[src/rtl/ofdm_tx_frame_sched.sv]
// Frame scheduler between a symbol source and the OFDM TX chain.
// Runs FRM_NUM frames of FRM_LEN symbols with GAP idle cycles between.
//
// Ports:
//   CLK_I, RST_I          clock, synchronous active-high reset
//   START_I, ABORT_I      run control (abort wins outside IDLE)
//   FRM_LEN_I, FRM_NUM_I,
//   GAP_I                 run configuration, latched on start
//   DAT_I, WE_I, STB_I,
//   CYC_I, ACK_O          source side bus
//   DAT_O, WE_O, STB_O,
//   CYC_O, ACK_I          TX chain input bus
//   TX_CYC_I              TX chain output activity, used to detect drain
//   BUSY_O, FRM_CNT_O,
//   DONE_O                run status
module ofdm_tx_frame_sched #(
    parameter int LEN_W = 12,
    parameter int NUM_W = 8
) (
    input  logic             CLK_I,
    input  logic             RST_I,
    input  logic             START_I,
    input  logic             ABORT_I,
    input  logic [LEN_W-1:0] FRM_LEN_I,
    input  logic [NUM_W-1:0] FRM_NUM_I,
    input  logic [LEN_W-1:0] GAP_I,
    input  logic [1:0]       DAT_I,
    input  logic             WE_I,
    input  logic             STB_I,
    input  logic             CYC_I,
    output logic             ACK_O,
    output logic [1:0]       DAT_O,
    output logic             WE_O,
    output logic             STB_O,
    output logic             CYC_O,
    input  logic             ACK_I,
    input  logic             TX_CYC_I,
    output logic             BUSY_O,
    output logic [NUM_W-1:0] FRM_CNT_O,
    output logic             DONE_O
);

    typedef enum logic [1:0] {
        IDLE  = 2'd0,
        XFER  = 2'd1,
        DRAIN = 2'd2,
        GAP   = 2'd3
    } state_t;

    state_t             state;
    logic [LEN_W-1:0]   len_q;
    logic [NUM_W-1:0]   num_q;
    logic [LEN_W-1:0]   gap_q;
    logic [LEN_W-1:0]   sym_cnt;
    logic [LEN_W-1:0]   gap_cnt;
    logic [NUM_W-1:0]   frm_cnt;
    logic               seen;
    logic               busy_q;
    logic               done_q;

    logic               in_xfer;
    logic               src_ok;
    logic               xfer;
    logic               last_sym;
    logic [NUM_W-1:0]   frm_nxt;

    // Bus pass-through is combinational so a transfer costs no latency.
    assign in_xfer  = (state == XFER);
    assign src_ok   = STB_I & WE_I & CYC_I;
    assign CYC_O    = in_xfer;
    assign STB_O    = in_xfer & src_ok;
    assign WE_O     = in_xfer & src_ok;
    assign DAT_O    = in_xfer ? DAT_I : 2'b00;
    assign ACK_O    = ACK_I & STB_O;
    assign xfer     = STB_O & ACK_I;
    assign last_sym = (sym_cnt == len_q - LEN_W'(1));
    assign frm_nxt  = frm_cnt + NUM_W'(1);

    assign BUSY_O    = busy_q;
    assign FRM_CNT_O = frm_cnt;
    assign DONE_O    = done_q;

    always_ff @(posedge CLK_I) begin
        if (RST_I) begin
            state   <= IDLE;
            len_q   <= '0;
            num_q   <= '0;
            gap_q   <= '0;
            sym_cnt <= '0;
            gap_cnt <= '0;
            frm_cnt <= '0;
            seen    <= 1'b0;
            busy_q  <= 1'b0;
            done_q  <= 1'b0;
        end else begin
            done_q <= 1'b0;
            if (state != IDLE && ABORT_I) begin
                // Abort keeps the frame count of the partial run.
                state  <= IDLE;
                seen   <= 1'b0;
                busy_q <= 1'b0;
                done_q <= 1'b1;
            end else begin
                unique case (state)
                    IDLE: begin
                        if (START_I) begin
                            len_q   <= FRM_LEN_I;
                            num_q   <= FRM_NUM_I;
                            gap_q   <= GAP_I;
                            sym_cnt <= '0;
                            frm_cnt <= '0;
                            seen    <= 1'b0;
                            // An empty run completes without leaving IDLE.
                            if (FRM_LEN_I == '0 || FRM_NUM_I == '0) begin
                                done_q <= 1'b1;
                            end else begin
                                state  <= XFER;
                                busy_q <= 1'b1;
                            end
                        end
                    end
                    XFER: begin
                        if (TX_CYC_I) seen <= 1'b1;
                        if (xfer) begin
                            if (last_sym) begin
                                sym_cnt <= '0;
                                state   <= DRAIN;
                            end else begin
                                sym_cnt <= sym_cnt + LEN_W'(1);
                            end
                        end
                    end
                    DRAIN: begin
                        // Wait for the TX output frame to rise and fall.
                        if (TX_CYC_I) begin
                            seen <= 1'b1;
                        end else if (seen) begin
                            seen    <= 1'b0;
                            frm_cnt <= frm_nxt;
                            if (frm_nxt == num_q) begin
                                state  <= IDLE;
                                busy_q <= 1'b0;
                                done_q <= 1'b1;
                            end else if (gap_q == '0) begin
                                state <= XFER;
                            end else begin
                                gap_cnt <= gap_q;
                                state   <= GAP;
                            end
                        end
                    end
                    GAP: begin
                        gap_cnt <= gap_cnt - LEN_W'(1);
                        if (gap_cnt == LEN_W'(1)) state <= XFER;
                    end
                    default: state <= IDLE;
                endcase
            end
        end
    end

endmodule
[config.mk]
export PLATFORM = sky130hd
export DESIGN_NAME = ofdm_tx_frame_sched
export DESIGN_NICKNAME = d
export VERILOG_FILES = /design/src/rtl/ofdm_tx_frame_sched.sv
export SDC_FILE = /design/constraint.sdc
export NUM_CORES = 1
export LEC_CHECK = 0
export CORE_ASPECT_RATIO = 0.7
export CORE_MARGIN = 2
export CORE_UTILIZATION = 54
export DETAILED_ROUTE_END_ITERATION = 8
export PLACE_DENSITY = 0.86
export SLEW_MARGIN = 25
export SYNTH_ARGS = -nofsm -noshare
export SYNTH_HDL_FRONTEND = slang
export SYNTH_SLANG_ARGS = --single-unit
[constraint.sdc]
create_clock -name CLK_I -period 3.08 [get_ports CLK_I]
set_input_delay 0.308 -clock CLK_I [delete_from_list [all_inputs] [get_ports CLK_I]]
set_output_delay 0.308 -clock CLK_I [all_outputs]
set_load 0.005 [all_outputs]
==> impl_summary.log, run 1 <==
[metrics] routed length per placed instance: 15.9 µm
[metrics] Avg Cell Area, Syn: ~7.7 µm²
[metrics] initial core utilization: 56.6%
[metrics] share of cells above drive strength 1: 7.13%
[metrics] Final min period: 2.69 ns
[metrics] max-capacitance violation count: 0
[metrics] Cell Pwr Density: about 560 nW/µm²
[metrics] antenna fix cells: 0
[metrics] capturing element type of the critical path: flip-flop
[metrics] aggregate global-route resource usage: 27.6%
[metrics] buffers inserted during post-CTS setup optimization: 0
[metrics] detail-routed via count per cell: roughly 6
[metrics] DP HPWL: 7400 µm
[metrics] Synth async-reset ratio: 0%
[metrics] H-tree levels: 3
[metrics] Detailed Routing Iterations Pass 1: 5
[metrics] number of flops mapped to enable cells by yosys: 0
[metrics] minimum setup slack among reg-to-reg paths: 0.39 ns
[metrics] number of setup violations in the final report: 0
[metrics] launch instance of the worst register-to-register path: FRM_CNT_O[5]
[metrics] most common library cell in the layout ignoring fill and taps: nand2_1
[metrics] number of placed I/O pins: 59
[metrics] leading cell types in the layout, fill and taps excluded: nand2_1, dfxtp_1, a21oi_1
[metrics] first-pass GRT wire length: 17200 µm
[metrics] unrepaired setup endpoints after global routing: no
[metrics] Worst EP required: 3.28 ns
[metrics] worst min-delay path endpoint: len_q[11]
[metrics] Cells on Worst Hold Path: 2
[metrics] clk buf depth: 2
[metrics] cell taking the most area after synthesis: dfxtp_1
[metrics] # fillers: 576
[metrics] Achievable Freq: 372 MHz
[metrics] largest fanout of any net on the critical path: 18
[metrics] Synth-to-Final Area Change: 21.6%
[metrics] post-route cell area: approximately 4700 µm²
[metrics] die area: 7920 µm²
[metrics] most used flip-flop cell after synthesis: dfxtp_1
[metrics] Rows: 25
[metrics] Die Y-Extent: 75.1 µm
[metrics] cell area after synthesis: 3890 µm²
[metrics] share of Yosys cell area claimed by the top area cell type: 35.5%
[metrics] global route total overflow: 0
[metrics] accumulated negative setup slack: 0 ns
[metrics] classification of the worst setup path: flip-flop to flip-flop
[metrics] later-pin clock latency in the skew report: approximately 0.35 ns
[metrics] run status: finished clean
[metrics] Gates resized, CTS repair: 0
[metrics] number of warnings issued by yosys: 0
[metrics] cell count after synthesis: about 510
[metrics] post-place instance area: about 4500 µm²
[metrics] Fin. Hold Viols: 0
[metrics] number of distinct library cells after synthesis: 55
[metrics] CTS root buffer: clkbuf_8
[metrics] Worst Setup SP: FRM_CNT_O[5]
[metrics] # nets final: 608
[metrics] startpoint class of the critical path: flip-flop
[metrics] DR vias: 3863
[metrics] hold path startpoint: len_q[11]
[metrics] flop and latch count out of synthesis: 69
[metrics] vias in the first global route: 3619
[metrics] total clock buffers created by CTS: 9
[metrics] hold-fix buffers at CTS: 0
[metrics] leakage power total: 1.67 nW
[metrics] drt initial violations: 334
[metrics] Max-slew headroom: between 40 and 50%
[metrics] capturing point of the worst reg2reg path: gap_cnt[7]
[metrics] number of clock sinks seen by CTS: between 60 and 70
[metrics] Arr. time, crit path: 2.89 ns
[metrics] peak supply drop: 0.358 mV
[metrics] routability congestion estimate: 0.929
[metrics] proportion of synthesized chip area in sequential cells: between 30% and 40%
[metrics] cell types occupying the most area after synthesis: dfxtp_1, nand2_1, a21oi_1
[metrics] final clock skew: 0.00355 ns
[metrics] antenna violations before repair: 0
[metrics] Die X-Extent: 106 µm
[metrics] final worst path period share: between 80% and 90%
[metrics] Port Buf Inserts: between 50 and 60
[metrics] TritonCTS clock tree: built
[metrics] maximum number of pins on one net before global-route repair: 39
[metrics] Mapped Nets: approximately 560
[metrics] count of cells along the worst register-to-register path: 7
[metrics] Final Routed Wirelength: 10400 µm
[metrics] Final Util: between 60 and 70%
[metrics] classification of the worst-slack hold path: flip-flop to flip-flop
[metrics] clock edge transition at the registers on the reported setup and hold paths: 0.07 ns
[metrics] post-detailed-route DRC marker count: 0
[metrics] number of nets still failing antenna checks after routing: 0
[metrics] Std-Cell Core Area: 6880 µm²
[metrics] max-slew violation count: 0
[metrics] slew at the pin closest to its max-slew limit: between 0.7 and 0.8 ns
## stage by stage
| step | hold WS [ns] | power (W) | cells | setup WS [ns] |
|---|---|---|---|---|
| 2_1_floorplan | 0.444 | 0.00158 | 505 | 0.828 |
| 3_3_place_gp | 0.461 | 0.00182 | 639 | 0.585 |
| 3_5_place_dp | 0.461 | 0.00186 | 639 | 0.424 |
| 4_1_cts | 0.474 | 0.00265 | 655 | 0.415 |
| 5_1_grt | 0.487 | 0.00280 | 655 | 0.233 |
| 6_report | 0.474 | 0.00265 | 655 | 0.390 |
## sequential cells by signal (all words and copies together) (netlist names)
signal and cells:
len_q 12, seen 1, num_q 8, FRM_CNT_O 8, gap_q 12, state 2, gap_cnt 12, DONE_O 1
BUSY_O 1, sym_cnt 12
## worst max-delay path, stage by stage (launching register included)
cell and delay, ns:
dfxtp_1 0.46, nand4_1 0.21, or3_4 0.43, a2111oi_4 0.38, nand4_2 0.22, a31o_1 0.49, a21oi_1 0.29, a211oi_2 0.06
## worst max path at each step
stage / end / slack (ns) / depth (start not counted)
floorplan: gap_cnt[6] / 0.83 / 9
global placement: gap_cnt[0] / 0.59 / 7
detailed placement: gap_cnt[7] / 0.42 / 7
CTS: gap_cnt[7] / 0.42 / 7
global route: state[1] / 0.23 / 7
finish: gap_cnt[7] / 0.39 / 7
## per-layer routing
layer	wire length, µm	up-vias	part of all wire (%)	global-route usage [%]
li1	-	1862	-	-
met4	194	0	1.9	11.0
met1	4730	1795	45	36.1
met5	0	-	0	0
met2	4640	185	44	45.4
met3	885	21	8.5	5.89
## Yosys cell counts, drive strengths merged (5+ instances only)
master / count
nor2b: 10
nand2b: 8
nand2: 104
ha: 9
nor2: 29
and2: 6
xor2: 12
nor4: 9
nand3: 6
dfxtp: 69
o21ai: 17
buf: 7
nor3: 15
inv: 11
or3: 6
o22ai: 5
nand4: 11
and3: 9
a21oi: 65
nor3b: 8
a211oi: 6
clkbuf: 20
xnor2: 23
## power by group
part / total [W] / switching (W) / internal [W]
Combinational: 0.000810 / 0.000458 / 0.000352
Sequential: 0.00105 / 0.0000824 / 0.000967
Clock: 0.000792 / 0.000336 / 0.000456
## logic make-up after synthesis
family	synth area share (%)
adder cells (fa/ha/maj)	2.89
XOR/XNOR	7.87
AND/OR/NAND/NOR	29.0
flip-flops	35.5
multiplexers	1.09
AO/OA/AOI/OAI	19.3
buffers and inverters	4.30
## final cells by class
type	instances	area (µm²)	share of cell area [%]
Clock buffer	12	135	2.85
Clock inverter	4	72.6	1.53
Sequential cell	69	1380	29.2
Tap cell	94	118	2.48
Inverter	11	41.3	0.872
Multi-Input combinational cell	398	2350	49.5
Timing Repair Buffer	67	643	13.6
Power figures use the tool's default switching activity.
==> run 2, diff against run 1 <==
--- a/config.mk
+++ b/config.mk
@@ -8,6 +8,7 @@
 export CORE_ASPECT_RATIO = 0.7
 export CORE_MARGIN = 2
 export CORE_UTILIZATION = 54
+export CTS_CLUSTER_SIZE = 10
 export DETAILED_ROUTE_END_ITERATION = 8
 export PLACE_DENSITY = 0.86
 export SLEW_MARGIN = 25
==> results of run 2 <==
No change in the layout: final DEF, timing and power equal those of run 1.
==> run 3, diff against run 2 <==
--- a/config.mk
+++ b/config.mk
@@ -5,6 +5,7 @@
 export SDC_FILE = /design/constraint.sdc
 export NUM_CORES = 1
 export LEC_CHECK = 0
+export CAP_MARGIN = 20
 export CORE_ASPECT_RATIO = 0.7
 export CORE_MARGIN = 2
 export CORE_UTILIZATION = 54
==> results of run 3 <==
No change in the layout: final DEF, timing and power equal those of run 1.
